File: src/rtl/scan_decoder.sv
// Registered N-to-2^N one-hot decoder with a scan mode. In direct mode it decodes w.
// In scan mode an internal index visits every output in turn and holds each one
// for (dwell + 1) cycles.
module scan_decoder #(
    parameter int unsigned N       = 4,
    parameter int unsigned DWELL_W = 8
) (
    input  logic               clk,
    input  logic               rst,
    input  logic               en,
    input  logic               mode,
    input  logic [N-1:0]       w,
    input  logic [DWELL_W-1:0] dwell,
    output logic [2**N-1:0]    y,
    output logic [N-1:0]       idx,
    output logic               valid,
    output logic               wrap
);

    localparam int unsigned W = 2**N;

    localparam logic [N-1:0]       IdxOne = 1;
    localparam logic [N-1:0]       IdxMax = '1;
    localparam logic [DWELL_W-1:0] CntOne = 1;

    typedef enum logic [1:0] {
        StIdle,
        StDirect,
        StScan
    } state_e;

    state_e             state_q;
    logic [DWELL_W-1:0] cnt_q;
    logic [DWELL_W-1:0] dwell_q;
    logic [N-1:0]       idx_next;

    // Binary select to one-hot vector.
    function automatic logic [W-1:0] decode(input logic [N-1:0] sel);
        logic [W-1:0] v;
        v      = '0;
        v[sel] = 1'b1;
        return v;
    endfunction

    // Next scan index. This wraps naturally modulo 2**N.
    always_comb begin
        idx_next = idx + IdxOne;
    end

    // Mode FSM. All outputs are registered in the same block.
    // en=0 wins over mode. Any entry into scan restarts at index 0 and re-latches dwell.
    always_ff @(posedge clk or posedge rst) begin
        if (rst) begin
            state_q <= StIdle;
            y       <= '0;
            idx     <= '0;
            valid   <= 1'b0;
            wrap    <= 1'b0;
            cnt_q   <= '0;
            dwell_q <= '0;
        end else begin
            wrap <= 1'b0;
            if (!en) begin
                state_q <= StIdle;
                y       <= '0;
                idx     <= '0;
                valid   <= 1'b0;
                cnt_q   <= '0;
            end else if (!mode) begin
                state_q <= StDirect;
                y       <= decode(w);
                idx     <= w;
                valid   <= 1'b1;
                cnt_q   <= '0;
            end else if (state_q != StScan) begin
                state_q <= StScan;
                y       <= decode('0);
                idx     <= '0;
                valid   <= 1'b1;
                cnt_q   <= '0;
                dwell_q <= dwell;
            end else if (cnt_q == dwell_q) begin
                y     <= decode(idx_next);
                idx   <= idx_next;
                cnt_q <= '0;
                wrap  <= (idx == IdxMax);
            end else begin
                cnt_q <= cnt_q + CntOne;
            end
        end
    end

endmodule
File: config.mk
export PLATFORM = sky130hd
export DESIGN_NAME = scan_decoder
export DESIGN_NICKNAME = d
export VERILOG_FILES = /design/src/rtl/scan_decoder.sv
export SDC_FILE = /design/constraint.sdc
export NUM_CORES = 1
export LEC_CHECK = 0
export ABC_AREA = 1
export CAP_MARGIN = 10
export CORE_MARGIN = 2
export CORE_UTILIZATION = 40
export DETAILED_ROUTE_END_ITERATION = 16
export PLACE_DENSITY = 0.71
export SYNTH_ARGS = -nofsm -noshare
export SYNTH_HDL_FRONTEND = slang
export SYNTH_SLANG_ARGS = --single-unit
File: constraint.sdc
create_clock -name clk -period 1.98 [get_ports clk]
set_input_delay 0.198 -clock clk [delete_from_list [all_inputs] [get_ports clk]]
set_output_delay 0.198 -clock clk [all_outputs]
set_load 0.02 [all_outputs]
==> impl_metrics.env, run 1 <==
export IMPL_final_antenna_net_count=0
export IMPL_period_needed_ps=1720
export IMPL_whs_ps=321
export IMPL_dp_cells=374
export IMPL_finalCritPeriodShare_pct=87.0
export IMPL_pwr_share_clk_pct=38.2
export IMPL_internal_power_mw=1.39
export IMPL_tns_ps=0
export IMPL_ys_warn_count=0
export IMPL_syn_num_nets=290
export IMPL_ys_async_sr_fraction_pct=100
export IMPL_grt_pass1_wl_mm=8.52
export IMPL_synth_seq_cells=40
export IMPL_cpLargestDelayFamily="simple AND/OR/NAND/NOR gates"
export IMPL_synth_top_family_by_area="simple AND/OR/NAND/NOR gates"
export IMPL_p_sw_mw=0.455
export IMPL_synth_top_area_cell="dfrtp_1"
export IMPL_r2r_start="idx[0]$_DFFE_PP0P_"
export IMPL_muxShareOfSynthArea_pct=4.13
export IMPL_grt_overflow=0
export IMPL_cap_violations=0
export IMPL_worstPathMaxFanout=8
export IMPL_slew_viol_final=0
export IMPL_cp_required_ps=2220
export IMPL_synth_top_cell_area_share_pct=45.9
export IMPL_wirelength_mm=4.98
export IMPL_yosys_area_share_adder_pct=2.87
export IMPL_syn_area_per_cell_sq_um=8.10
export IMPL_cp_common_cell="nand2_1"
export IMPL_syn2layout_area_growth_pct=25.0
export IMPL_place_congestion=0.893
export IMPL_htree_num_levels=2
export IMPL_hpwl_mm=3.60
export IMPL_busiest_layer="met2"
export IMPL_reg2regPathDepth=10
export IMPL_cts_inserted_buffers=5
export IMPL_synthFlopType="dfrtp_1"
export IMPL_synth_edf_count=0
export IMPL_drt_drc_violations_left=0
export IMPL_cpPeakStageDelay_ps=480
export IMPL_fmax_ghz=0.580
export IMPL_first_global_vias=1899
export IMPL_fin_nets=332
export IMPL_cts_resized=0
export IMPL_synth_xor_area_share_pct=4.02
export IMPL_vias=1911
export IMPL_synth_common_cells="nand2_1 (89), dfrtp_1 (40), nand3_1 (34), inv_1 (22), nor2_1 (22)"
export IMPL_antenna_cells=0
export IMPL_start_kind="flip-flop"
export IMPL_r2r_slack_ps=260
export IMPL_clk_latency_ps=300
export IMPL_max_vdd_ir_drop_uv=393
export IMPL_syn_area_sq_mm=0.00218
export IMPL_critPathCapture="y[5]$_DFFE_PP0P_"
export IMPL_hp_class="input pin to asynchronous set/reset pin"
export IMPL_p_per_area_mw_per_mm2=676
export IMPL_dieArea_sq_mm=0.00606
export IMPL_synth_compound_area_share_pct=3.21
export IMPL_firstDrtPassIters=4
export IMPL_viasPerCell=5.00
export IMPL_cts_tree="done"
export IMPL_die_x_um=77.8
export IMPL_grtUsageTotal_pct=17.6
export IMPL_grt_met3_usage_pct=3.72
export IMPL_seq_power_share_pct=48.3
export IMPL_synthCells=269
export IMPL_tightest_slew_ps=506
export IMPL_cp_arrival_ps=1960
export IMPL_post_cts_buffers=0
export IMPL_final_util_pct=52.7
export IMPL_setup_worst_path_class="flip-flop to flip-flop"
export IMPL_switching_share_pct=24.7
export IMPL_drive_gt1_share_pct=10.6
export IMPL_hold_viol=0
export IMPL_cts_sinks=40
export IMPL_die_h_um=77.8
export IMPL_cpMaxStageDelayCell="dfrtp_1"
export IMPL_rsz0062_at_grt="false"
export IMPL_synth_most_common_cell="nand2_1"
export IMPL_leakage_nw=1.33
export IMPL_run_status="completed"
export IMPL_met1_usage_pct=22.5
export IMPL_core_region_area_sq_mm=0.00517
export IMPL_cp_num_buf_inv=2
export IMPL_skew_ps=8.83
export IMPL_io_pins=38
export IMPL_combPwrFrac_pct=13.4
export IMPL_synth_seq_area_share_pct=45.9
export IMPL_final_area_sq_mm=0.00273
export IMPL_grt_antenna_before_repair=0
export IMPL_path_depth=10
export IMPL_avgRoutedWirePerCell_um=13.0
export IMPL_timing_rr_end="y[5]$_DFFE_PP0P_"
export IMPL_crit_path_cell_trace="ha_1 > nand2_1 > inv_1 > nor2_1 > inv_1 > nor2_1 > nand2_1 > nand2_1 > nand2_1 > nand2_1"
export IMPL_grt_max_degree=41
export IMPL_use_met2_pct=30.2
export IMPL_drtIter0Drc=100
export IMPL_setup_viol=0
export IMPL_final_cells=382
export IMPL_io_buffers=37
export IMPL_rows=26
export IMPL_yosys_top_cells_area="dfrtp_1 (46%), nand2_1 (15%), nand3_1 (7.8%)"
export IMPL_ys_types=20
export IMPL_yosys_area_share_simple_pct=32.4
export IMPL_crit_start="idx[0]$_DFFE_PP0P_"
export IMPL_start_util_pct=42.1
export IMPL_critPathCaptureType="flip-flop"
export IMPL_hold_buffers=0
export IMPL_cts_path_max_buffers=2
export IMPL_root_buffer="clkbuf_8"
export IMPL_maxSlewHeadroom_pct=66.3
export IMPL_place_area_sq_mm=0.00260
export IMPL_clk_pin_slew_ps=80
[power groups by stage]
stage	sequential (mW)	clock (mW)	combinational, mW
after floorplan	0.914	0	0.145
after global placement	0.906	0	0.245
after detailed placement	0.907	0	0.249
after CTS	0.891	0.720	0.251
after global routing	0.897	0.753	0.274
final	0.890	0.704	0.247
[layout make-up]
cell class / instances / area (sq um)
multi-input combinational: 198 / 1020
sequential: 40 / 1000
fill: 485 / 2450
tap: 70 / 87.6
clock inverter: 2 / 38.8
clock buffer: 6 / 82.6
timing repair buffer: 42 / 408
inverter: 24 / 90.1
[metrics by stage]
stage	setup slack (ps)	total power [mW]
floorplan	448	1.06
global placement	209	1.15
detailed placement	184	1.16
CTS	268	1.86
global route	54.9	1.92
finish	257	1.84
[sequential cells by signal, summed over array words and instances (netlist names)]
register	cells
cnt_q	8
idx	4
valid	1
state_q	2
wrap	1
y	16
dwell_q	8
[kinds of logic after synthesis]
logic type / after synthesis
AO/OA/AOI/OAI: 14
XOR/XNOR: 10
adder cells (fa/ha/maj): 5
buffers and inverters: 31
flip-flops: 40
AND/OR/NAND/NOR: 161
multiplexers: 8
[layout by cell type (no fill, tap or decap), drive strengths merged, types with 5 or more instances in the layout]
cell type	count
nor2	27
dfrtp	40
clkdlybuf4s50	37
a21oi	5
nand4	6
ha	5
nand2	94
xnor2	9
o21ai	9
inv	24
nand3	34
buf	5
mux2	8
clkbuf	6
[worst min-delay path by stage]
stage | start | endpoint | slack [ps] | cells past startpoint
final | rst | dwell_q[6]$_DFFE_PP0P_ | 320 | 3
after global routing | rst | dwell_q[6]$_DFFE_PP0P_ | 390 | 3
after CTS | rst | dwell_q[6]$_DFFE_PP0P_ | 340 | 3
after detailed placement | y[8]$_DFFE_PP0P_ | y[8]$_DFFE_PP0P_ | 490 | 2
after global placement | cnt_q[0]$_DFF_PP0_ | cnt_q[0]$_DFF_PP0_ | 490 | 1
after floorplan | mode | state_q[0]$_DFFE_PP0P_ | 270 | 1
[tightest hold or removal path: cells and delay by family]
family	cells	cell delay (ps)
buf+inv	3	870
[per-layer routing]
metal | share of wire [%] | vias to the layer above
met4 | 1.0 | 0
met1 | 47 | 912
met5 | 0 | -
met3 | 4.7 | 8
li1 | - | 939
met2 | 48 | 52
(Power assumes the default switching activity.)
==> run 2: changes to the inputs <==
Settings changed: SKIP_LAST_GASP set to 1.
==> results of run 2 <==
No change in the layout: final DEF, timing and power equal those of run 1.
==> run 3: changes to the inputs <==
Settings changed: ABC_AREA 1 to unset, SETUP_SLACK_MARGIN set to 0.1.
==> run 3 against run 2 <==
Design area up 2.9%. Highest routed layer unchanged. Register-to-register slack got worse by 80 ps. First-iteration DRC count up 10%.
==> impl_metrics.env, run 3 <==
export IMPL_final_cells=308
export IMPL_tightest_slew_ps=572
export IMPL_hpwl_mm=3.43
export IMPL_setup_worst_path_class="flip-flop to flip-flop"
export IMPL_cts_inserted_buffers=5
export IMPL_seq_power_share_pct=49.0
export IMPL_first_global_vias=1616
export IMPL_syn_area_per_cell_sq_um=11.5
export IMPL_critPathCaptureType="flip-flop"
export IMPL_largest_register="y"
export IMPL_multiInputGateArea_sq_mm=0.00110
export IMPL_period_needed_ps=1800
export IMPL_die_x_um=77.8
export IMPL_dp_cells=300
export IMPL_fmax_ghz=0.556
export IMPL_ys_async_sr_fraction_pct=100
export IMPL_synth_seq_cells=40
export IMPL_start_kind="flip-flop"
export IMPL_antenna_cells=0
export IMPL_vias=1614
export IMPL_internal_power_mw=1.38
export IMPL_fin_nets=258
export IMPL_synth_edf_count=0
export IMPL_p_per_area_mw_per_mm2=650
export IMPL_cap_violations=0
export IMPL_run_status="completed"
export IMPL_grt_overflow=0
export IMPL_synth_common_cells="dfrtp_1 (40), mux2_4 (13), nand3_1 (13), mux2_2 (12)"
export IMPL_grtUsageTotal_pct=16.5
export IMPL_leakage_nw=1.23
export IMPL_finalCritPeriodShare_pct=90.9
export IMPL_synth_seq_area_share_pct=45.9
export IMPL_hold_viol=0
export IMPL_clk_pin_slew_ps=70
export IMPL_yosys_top_cells_area="dfrtp_1 (46%), mux2_4 (9.0%), mux2_2 (6.2%)"
export IMPL_synth_top_area_cell="dfrtp_1"
export IMPL_synthCells=189
export IMPL_cts_sinks=40
export IMPL_final_antenna_net_count=0
export IMPL_hold_buffers=0
export IMPL_top_regs="y (16), cnt_q (8), dwell_q (8)"
export IMPL_dieArea_sq_mm=0.00606
export IMPL_cts_tree="done"
export IMPL_ys_types=46
export IMPL_final_common_cell="dfrtp_1"
export IMPL_wirelength_mm=4.52
export IMPL_cp_arrival_ps=1970
export IMPL_register_area_sq_mm=0.00100
export IMPL_grt_pass1_wl_mm=7.76
export IMPL_muxShareOfSynthArea_pct=15.1
export IMPL_top_layer="met4"
export IMPL_drt_met1_wl_mm=2.03
export IMPL_clk_latency_ps=290
export IMPL_core_region_area_sq_mm=0.00517
export IMPL_io_pins=38
export IMPL_synth_xor_area_share_pct=7.57
export IMPL_worstPathMaxFanout=10
export IMPL_firstDrtPassIters=4
export IMPL_maxSlewHeadroom_pct=61.6
export IMPL_met2_length_mm=2.21
export IMPL_post_cts_buffers=0
export IMPL_slew_viol_final=0
export IMPL_synth_most_common_cell="dfrtp_1"
export IMPL_syn2layout_area_growth_pct=28.6
export IMPL_start_util_pct=42.2
export IMPL_route_met3_wl_um=230
export IMPL_root_buffer="clkbuf_8"
export IMPL_setup_viol=0
export IMPL_p_sw_mw=0.445
export IMPL_synth_top_family_by_area="simple AND/OR/NAND/NOR gates"
export IMPL_largest_reg_flops=16
export IMPL_pwr_share_clk_pct=35.7
export IMPL_tns_ps=0
export IMPL_max_vdd_ir_drop_uv=475
export IMPL_cp_required_ps=2160
export IMPL_synthFlopType="dfrtp_1"
export IMPL_cts_path_max_buffers=2
export IMPL_synth_compound_area_share_pct=9.29
export IMPL_rsz0062_at_grt="false"
export IMPL_cts_resized=0
export IMPL_drt_drc_violations_left=0
export IMPL_die_h_um=77.8
export IMPL_grt_max_degree=41
export IMPL_nFillCells=451
export IMPL_skew_ps=3.43
export IMPL_grt_antenna_before_repair=0
export IMPL_drive_gt1_share_pct=21.8
export IMPL_place_congestion=0.832
export IMPL_yosys_area_share_adder_pct=2.87
export IMPL_syn_area_sq_mm=0.00218
export IMPL_combPwrFrac_pct=15.3
export IMPL_io_buffers=37
export IMPL_drtIter0Drc=110
export IMPL_viasPerCell=5.24
export IMPL_rows=26
export IMPL_switching_share_pct=24.4
export IMPL_layout_common_cells="dfrtp_1 (40), clkdlybuf4s50_1 (37), mux2_4 (13), nand3_1 (13), mux2_2 (12)"
export IMPL_ys_warn_count=0
export IMPL_avgRoutedWirePerCell_um=14.7
export IMPL_synth_top_cell_area_share_pct=45.9
export IMPL_syn_num_nets=210
export IMPL_htree_num_levels=2
export IMPL_yosys_area_share_simple_pct=15.3
export IMPL_hp_class="input pin to asynchronous set/reset pin"
[run 3: power groups by stage]
stage	clock network [mW]	registers (mW)	logic, mW
floorplan	0	0.916	0.165
global placement	0	0.907	0.274
detailed placement	0	0.909	0.277
CTS	0.679	0.892	0.279
global route	0.711	0.900	0.304
finish	0.651	0.893	0.279
[run 3: path summary, 6_finish.rpt]
kind	from	slack (ps)	to	depth (start not counted)
max	cnt_q[2]$_DFF_PP0_	180	idx[3]$_DFFE_PP0P_	5
min reg2reg	valid$_DFFE_PP0P_	510	valid$_DFFE_PP0P_	1
max in group asynchronous	rst	1330	valid$_DFFE_PP0P_	3
min in group clk	valid$_DFFE_PP0P_	510	valid$_DFFE_PP0P_	1
max reg2reg	cnt_q[2]$_DFF_PP0_	180	idx[3]$_DFFE_PP0P_	5
min	rst	320	y[12]$_DFFE_PP0P_	3
[run 3: cell families (layout without fill, tap and decap cells)]
kind of cell | count (synthesis) | count (layout)
compound gates | 29 | 29
xor+xnor | 18 | 18
fa+ha+maj | 5 | 5
buf+inv | 15 | 64
flops | 40 | 40
mux | 25 | 25
simple gates | 57 | 57
[run 3: through the flow]
step / cell area (sq um) / hold slack, ps / power, mW / utilization, % / setup slack (ps)
after floorplan: 2180 / 320 / 1.08 / - / 338
after global placement: 2690 / 495 / 1.18 / 52.0 / 176
after detailed placement: 2690 / 496 / 1.19 / 52.0 / 133
after CTS: 2800 / 330 / 1.85 / 54.1 / 178
after global routing: 2810 / 370 / 1.92 / 54.2 / 101
final: 2810 / 321 / 1.82 / 54.2 / 181
[run 3: final cells by class]
cell class                 instances  area share [%]
sequential                        40            35.7
inverter                           8            1.07
clock buffer                       6            2.59
tap                               70            3.12
timing repair buffer              48            17.0
multi-input combinational        134            39.3
clock inverter                     2            1.25
[run 3: worst max-delay path: stages, from the launching register on]
cell and delay (ps):
dfrtp_1 440, xnor2_1 210, nand4_2 220, o21ai_4 270, buf_4 240, mux2_4 310
[run 3: routing by layer]
| metal | GRT usage (%) | vias to the layer above |
|---|---|---|
| li1 | - | 769 |
| met1 | 20.8 | 787 |
| met2 | 27.2 | 52 |
| met3 | 4.88 | 6 |
| met4 | 4.82 | 0 |
| met5 | 0 | - |
